File: src/rtl/piradip_axis_rr_arbiter.sv
// Round-robin, packet-locked AXI-Stream arbiter with a registered output stage.
// The grant is held until TLAST (or MAX_BURST beats) and the source index rides on m_tdest.
module piradip_axis_rr_arbiter #(
    parameter int N_IN      = 4,
    parameter int WIDTH     = 32,
    parameter int MAX_BURST = 0,
    parameter int ID_W      = (N_IN > 1) ? $clog2(N_IN) : 1
) (
    input  logic                  aclk,
    input  logic                  aresetn,
    input  logic [N_IN-1:0]       s_tvalid,
    output logic [N_IN-1:0]       s_tready,
    input  logic [N_IN*WIDTH-1:0] s_tdata,
    input  logic [N_IN-1:0]       s_tlast,
    output logic                  m_tvalid,
    input  logic                  m_tready,
    output logic [WIDTH-1:0]      m_tdata,
    output logic                  m_tlast,
    output logic [ID_W-1:0]       m_tdest,
    output logic                  busy,
    output logic [ID_W-1:0]       grant_id
);

    localparam int CNT_W = (MAX_BURST > 0) ? $clog2(MAX_BURST + 1) : 1;

    localparam logic [0:0] S_IDLE  = 1'b0;
    localparam logic [0:0] S_GRANT = 1'b1;

    logic [0:0]                 state;
    logic [ID_W-1:0]            last_ptr;
    logic [ID_W-1:0]            winner;
    logic [CNT_W-1:0]           beat_cnt;
    logic [N_IN-1:0][WIDTH-1:0] s_data_arr;
    logic                       accept;
    logic                       burst_end;
    logic                       beat_last;

    assign s_data_arr = s_tdata;

    // Index k steps past base, wrapping at N_IN (N_IN need not be a power of two).
    function automatic logic [ID_W-1:0] rr_next(input logic [ID_W-1:0] base, input int k);
        int t;
        t = int'(base) + k;
        if (t >= N_IN) t = t - N_IN;
        return ID_W'(t);
    endfunction

    // Scan from the far end so the nearest requester after last_ptr overwrites the rest.
    always_comb begin
        winner = '0;
        for (int k = N_IN; k >= 1; k--) begin
            if (s_tvalid[rr_next(last_ptr, k)]) winner = rr_next(last_ptr, k);
        end
    end

    always_comb begin
        s_tready = '0;
        if (state == S_GRANT) s_tready[grant_id] = !m_tvalid || m_tready;
    end

    assign accept    = (state == S_GRANT) && s_tvalid[grant_id] && s_tready[grant_id];
    assign burst_end = (MAX_BURST != 0) && (beat_cnt == CNT_W'(MAX_BURST - 1));
    assign beat_last = s_tlast[grant_id] || burst_end;
    assign busy      = (state == S_GRANT);

    always_ff @(posedge aclk or negedge aresetn) begin
        if (!aresetn) begin
            state    <= S_IDLE;
            last_ptr <= ID_W'(N_IN - 1);
            grant_id <= '0;
            beat_cnt <= '0;
            m_tvalid <= 1'b0;
            m_tdata  <= '0;
            m_tlast  <= 1'b0;
            m_tdest  <= '0;
        end else begin
            if (accept) begin
                m_tvalid <= 1'b1;
                m_tdata  <= s_data_arr[grant_id];
                m_tlast  <= beat_last;
                m_tdest  <= grant_id;
            end else if (m_tready) begin
                m_tvalid <= 1'b0;
            end

            case (state)
                S_IDLE: begin
                    if (|s_tvalid) begin
                        grant_id <= winner;
                        beat_cnt <= '0;
                        state    <= S_GRANT;
                    end
                end
                S_GRANT: begin
                    if (accept) begin
                        if (beat_last) begin
                            last_ptr <= grant_id;
                            state    <= S_IDLE;
                        end else if (MAX_BURST != 0) begin
                            beat_cnt <= beat_cnt + CNT_W'(1);
                        end
                    end
                end
                default: state <= S_IDLE;
            endcase
        end
    end

endmodule
File: config.mk
export PLATFORM = sky130hd
export DESIGN_NAME = piradip_axis_rr_arbiter
export DESIGN_NICKNAME = d
export VERILOG_FILES = /design/src/rtl/piradip_axis_rr_arbiter.sv
export SDC_FILE = /design/constraint.sdc
export NUM_CORES = 1
export LEC_CHECK = 0
export BUFFER_PORTS_ARGS = -buffer_cell sky130_fd_sc_hd__buf_2
export CORE_MARGIN = 10
export CORE_UTILIZATION = 40
export CTS_CLUSTER_DIAMETER = 200
export CTS_CLUSTER_SIZE = 8
export DETAILED_ROUTE_END_ITERATION = 8
export PLACE_DENSITY = 0.76
export SETUP_SLACK_MARGIN = 0.05
export SLEW_MARGIN = 20
export SYNTH_ARGS = -nofsm -noshare
export SYNTH_HDL_FRONTEND = slang
export SYNTH_SLANG_ARGS = --single-unit
File: constraint.sdc
create_clock -name aclk -period 3.6 [get_ports aclk]
set_clock_uncertainty 0.15 [all_clocks]
set_input_delay 1.08 -clock aclk [delete_from_list [all_inputs] [get_ports aclk]]
set_output_delay 1.08 -clock aclk [all_outputs]
set_load 0.05 [all_outputs]
==> metrics.md <==
| Metric | Value |
|---|---|
| Outcome | completed |
| Post-layout min period | 3.21 ns |
| Mapped Cells | 158 |
| Gpl congestion | 0.748 |
| Sequential Power Share | 24.9% |
| CP cell instances | buf_2, nand2b_1, nand3_1, nor2_1, buf_2 |
| Worst skew pair latency | 0.28 ns |
| Setup TNS | 0 ns |
| Share of cells above drive strength 1 | 76.9% |
| Largest net degree at the start of global routing | 42 |
| DRC viols | 0 |
| Die Y | 101 um |
| Period utilisation layout | 89.1% |
| Yosys cell types | 30 |
| CP Data Required Time | 2.37 ns |
| CTS tree | built |
| I/O pins | 182 |
| Dpl hpwl | 6880 um |
| Layout Nets | 475 |
| Final ANT Viol Nets | 0 |
| WL per Instance | 19.9 um |
| Arrival @ worst endpoint | 1.98 ns |
| Pint | 1.85 mW |
| Pre-CTS setup slack | 0.382 ns |
| FP Rows | 29 |
| Yosys warning count | 0 |
| Die Wd | 101 um |
| Total Wirelength | 8230 um |
| P_leak | 1.83 nW |
| Full die area | 10100 um2 |
| Setup crit end kind | primary output |
| Number of global-route vias before repair | 2545 |
| Largest family of logic cells by synthesized area | multiplexers |
| Crit path launch type | input port |
| ANT cells | 0 |
| Initial DRT Pass Iterations | 4 |
| First-pass GRT wire length | 12600 um |
| F_max | 312 MHz |
| RSZ-0062 raised after global routing | no |
| DRT iter0 DRCs | 51 |
| Clock Tree Root | clkbuf_8 |
| Post-CTS Resized | 0 |
| Crit Path Category | in2out |
| Clock power share | 7.8% |
| Syn_nets | 297 |
| Logic gate share of total power | 67.2% |
| Clk slew on worst S/H paths | 0.07 ns |
| Layout overhead on the synthesized area | 37.9% |
| Hold_buf cts | 0 |
| Compound-gate portion of the synthesized area | 3.23% |
| PD cells | 1020 nW/um2 |
| CTS Sinks | 41 |
| Vias per inst | 5.27 |
| Final Util | 56.7% |
| Post-CTS setup buffer count | 0 |
| Initial antenna violation count | 1 |
| Htree depth | 2 |
| Gr usage total | 15.6% |
| Switching share of power | 49.4% |
| Synth Area in Adders | 0% |
| Worst Path Buf+Inv | 2 |
| CP delay by family, top | simple AND/OR/NAND/NOR gates |
| Final hold vios | 0 |
| Max Buffers Root-to-Sink | 2 |
| Xor/xnor cell area share of the yosys netlist | 0% |
| Register area share after synthesis | 39.6% |
| Mux contribution to synthesized area | 48.5% |
| Core footprint | 6310 um2 |
| Worst rel slew slack | 40.2% |
| Net Sw Power | 1.80 mW |
| CP max-delay cell | buf_2 |
| Most used cell, CP | buf_2 |
| Yosys reg bits | 41 |
| Synth Area in Simple Gates | 3.71% |
| Final Slew Violations | 0 |
| Routed vias | 2183 |
| Crit path max fanout | 5 |
| Mean area per synthesized cell | 16.4 um2 |
| Grt total ovfl | 0 |
| Max_cap viols | 0 |
| Hold_ws | 0.333 ns |
| Port bufs | 181 |
| Fin worst setup slack | 0.391 ns |
| Final setup fails | 0 |
| Slowest Stage Delay on Critical Path | 0.28 ns |
| Initial Util | 41.1% |
| Mapped Area | 2600 um2 |
| Cts bufs inserted | 5 |
| Worst-margin pin slew | 0.897 ns |
| Hold Crit Class | reg2reg |
| Max VDD drop | 744 uV |
cells in the final DEF (no fill, tap or decap), drive strengths merged:
cell	instances
nand4	1
nor2	3
buf	183
clkinv	2
nor3	2
inv	3
nand2	9
mux2	33
nor4	1
clkbuf	6
mux4	34
a31oi	1
o21a	1
o31ai	1
mux2i	2
o41a	1
o22ai	1
dfrtp	39
o21ai	7
a21oi	2
dfstp	2
nand3	2
nand2b	1
flip-flops by register name, indices dropped and copies added, names as in the netlist:
name      cells
m_tdest       2
grant_id      2
m_tvalid      1
m_tlast       1
last_ptr      2
busy          1
m_tdata      32
metrics by stage:
step	total power, mW	std cells	area, um2
3_3_place_gp	3.35	406	3500
4_1_cts	3.71	414	3580
3_5_place_dp	3.41	406	3500
5_1_grt	3.87	414	3580
6_report	3.65	414	3580
2_1_floorplan	2.93	158	2600
Yosys cell counts:
| cell type | instances | area, um2 |
|---|---|---|
| mux2_4 | 25 | 375 |
| buf_2 | 2 | 10.0 |
| nand3_1 | 1 | 5.00 |
| buf_1 | 1 | 3.75 |
| buf_8 | 1 | 15.0 |
| o21a_1 | 1 | 7.51 |
| buf_6 | 3 | 33.8 |
| nor3_1 | 2 | 10.0 |
| dfstp_2 | 2 | 52.6 |
| clkbuf_1 | 2 | 7.51 |
| mux4_2 | 32 | 721 |
| inv_1 | 3 | 11.3 |
| nand4_1 | 1 | 6.26 |
| mux2i_1 | 2 | 20.0 |
| mux4_1 | 2 | 52.6 |
| nor2_1 | 3 | 11.3 |
| o21ai_0 | 7 | 35.0 |
| a31oi_1 | 1 | 6.26 |
| a21oi_1 | 2 | 10.0 |
| nor4_1 | 1 | 6.26 |
| buf_4 | 1 | 7.51 |
| o22ai_1 | 1 | 6.26 |
| mux2_2 | 8 | 90.1 |
| nand2_1 | 9 | 33.8 |
| buf_12 | 2 | 40.0 |
| o31ai_1 | 1 | 7.51 |
| nand2b_1 | 1 | 6.26 |
| o41a_1 | 1 | 11.3 |
| dfrtp_1 | 39 | 976 |
| nand3_4 | 1 | 17.5 |
power groups by stage:
| stage | clock [mW] | combinational, mW | sequential [mW] |
|---|---|---|---|
| global placement | 0 | 2.44 | 0.906 |
| finish | 0.286 | 2.45 | 0.910 |
| global route | 0.318 | 2.60 | 0.952 |
| detailed placement | 0 | 2.49 | 0.919 |
| CTS | 0.297 | 2.49 | 0.915 |
| floorplan | 0 | 1.30 | 1.63 |
final timing paths:
check	from	cells after the start	to	slack (ns)
worst max-delay path	m_tready	5	s_tready[3]	0.39
worst min-delay path	m_tdest[0]	2	m_tdest[0]	0.33
worst max register to register	grant_id[0]	3	m_tdata[13]	1.18
worst min register to register	m_tdest[0]	2	m_tdest[0]	0.33
max in group asynchronous	aresetn	1	grant_id[0]	1.91
min in group asynchronous	aresetn	1	m_tdata[27]	0.76
routing by layer:
layer  track usage (%)  vias to the layer above  share of wire (%)  routed length [um]
li1                  -                      984                  -                   -
met1              16.6                     1084                 35                2860
met2              27.5                      113                 54                4430
met3              7.20                        2                 11                 887
met4              3.59                        0               0.62                  51
met5                 0                        -                  0                   0
area by class of cell:
class,count,area [um2]
Clock buffer,6,72.6
Clock inverter,2,10.0
Timing Repair Buffer,183,921
Tap cell,77,96.3
Sequential cell,41,1030
Fill cell,551,2730
Multi-Input combinational cell,102,1440
Inverter,3,11.3
kinds of logic after synthesis:
family,count (synthesis)
compound gates,14
buf+inv,15
flops,41
mux,69
simple gates,19
worst reg2reg max path, delay by kind of cell (launching register included):
family	cells	cell delay, ns
DFF	1	0.60
muxes	2	1.05
and+or+nand+nor	1	0.51
Power figures use the tool's default switching activity.
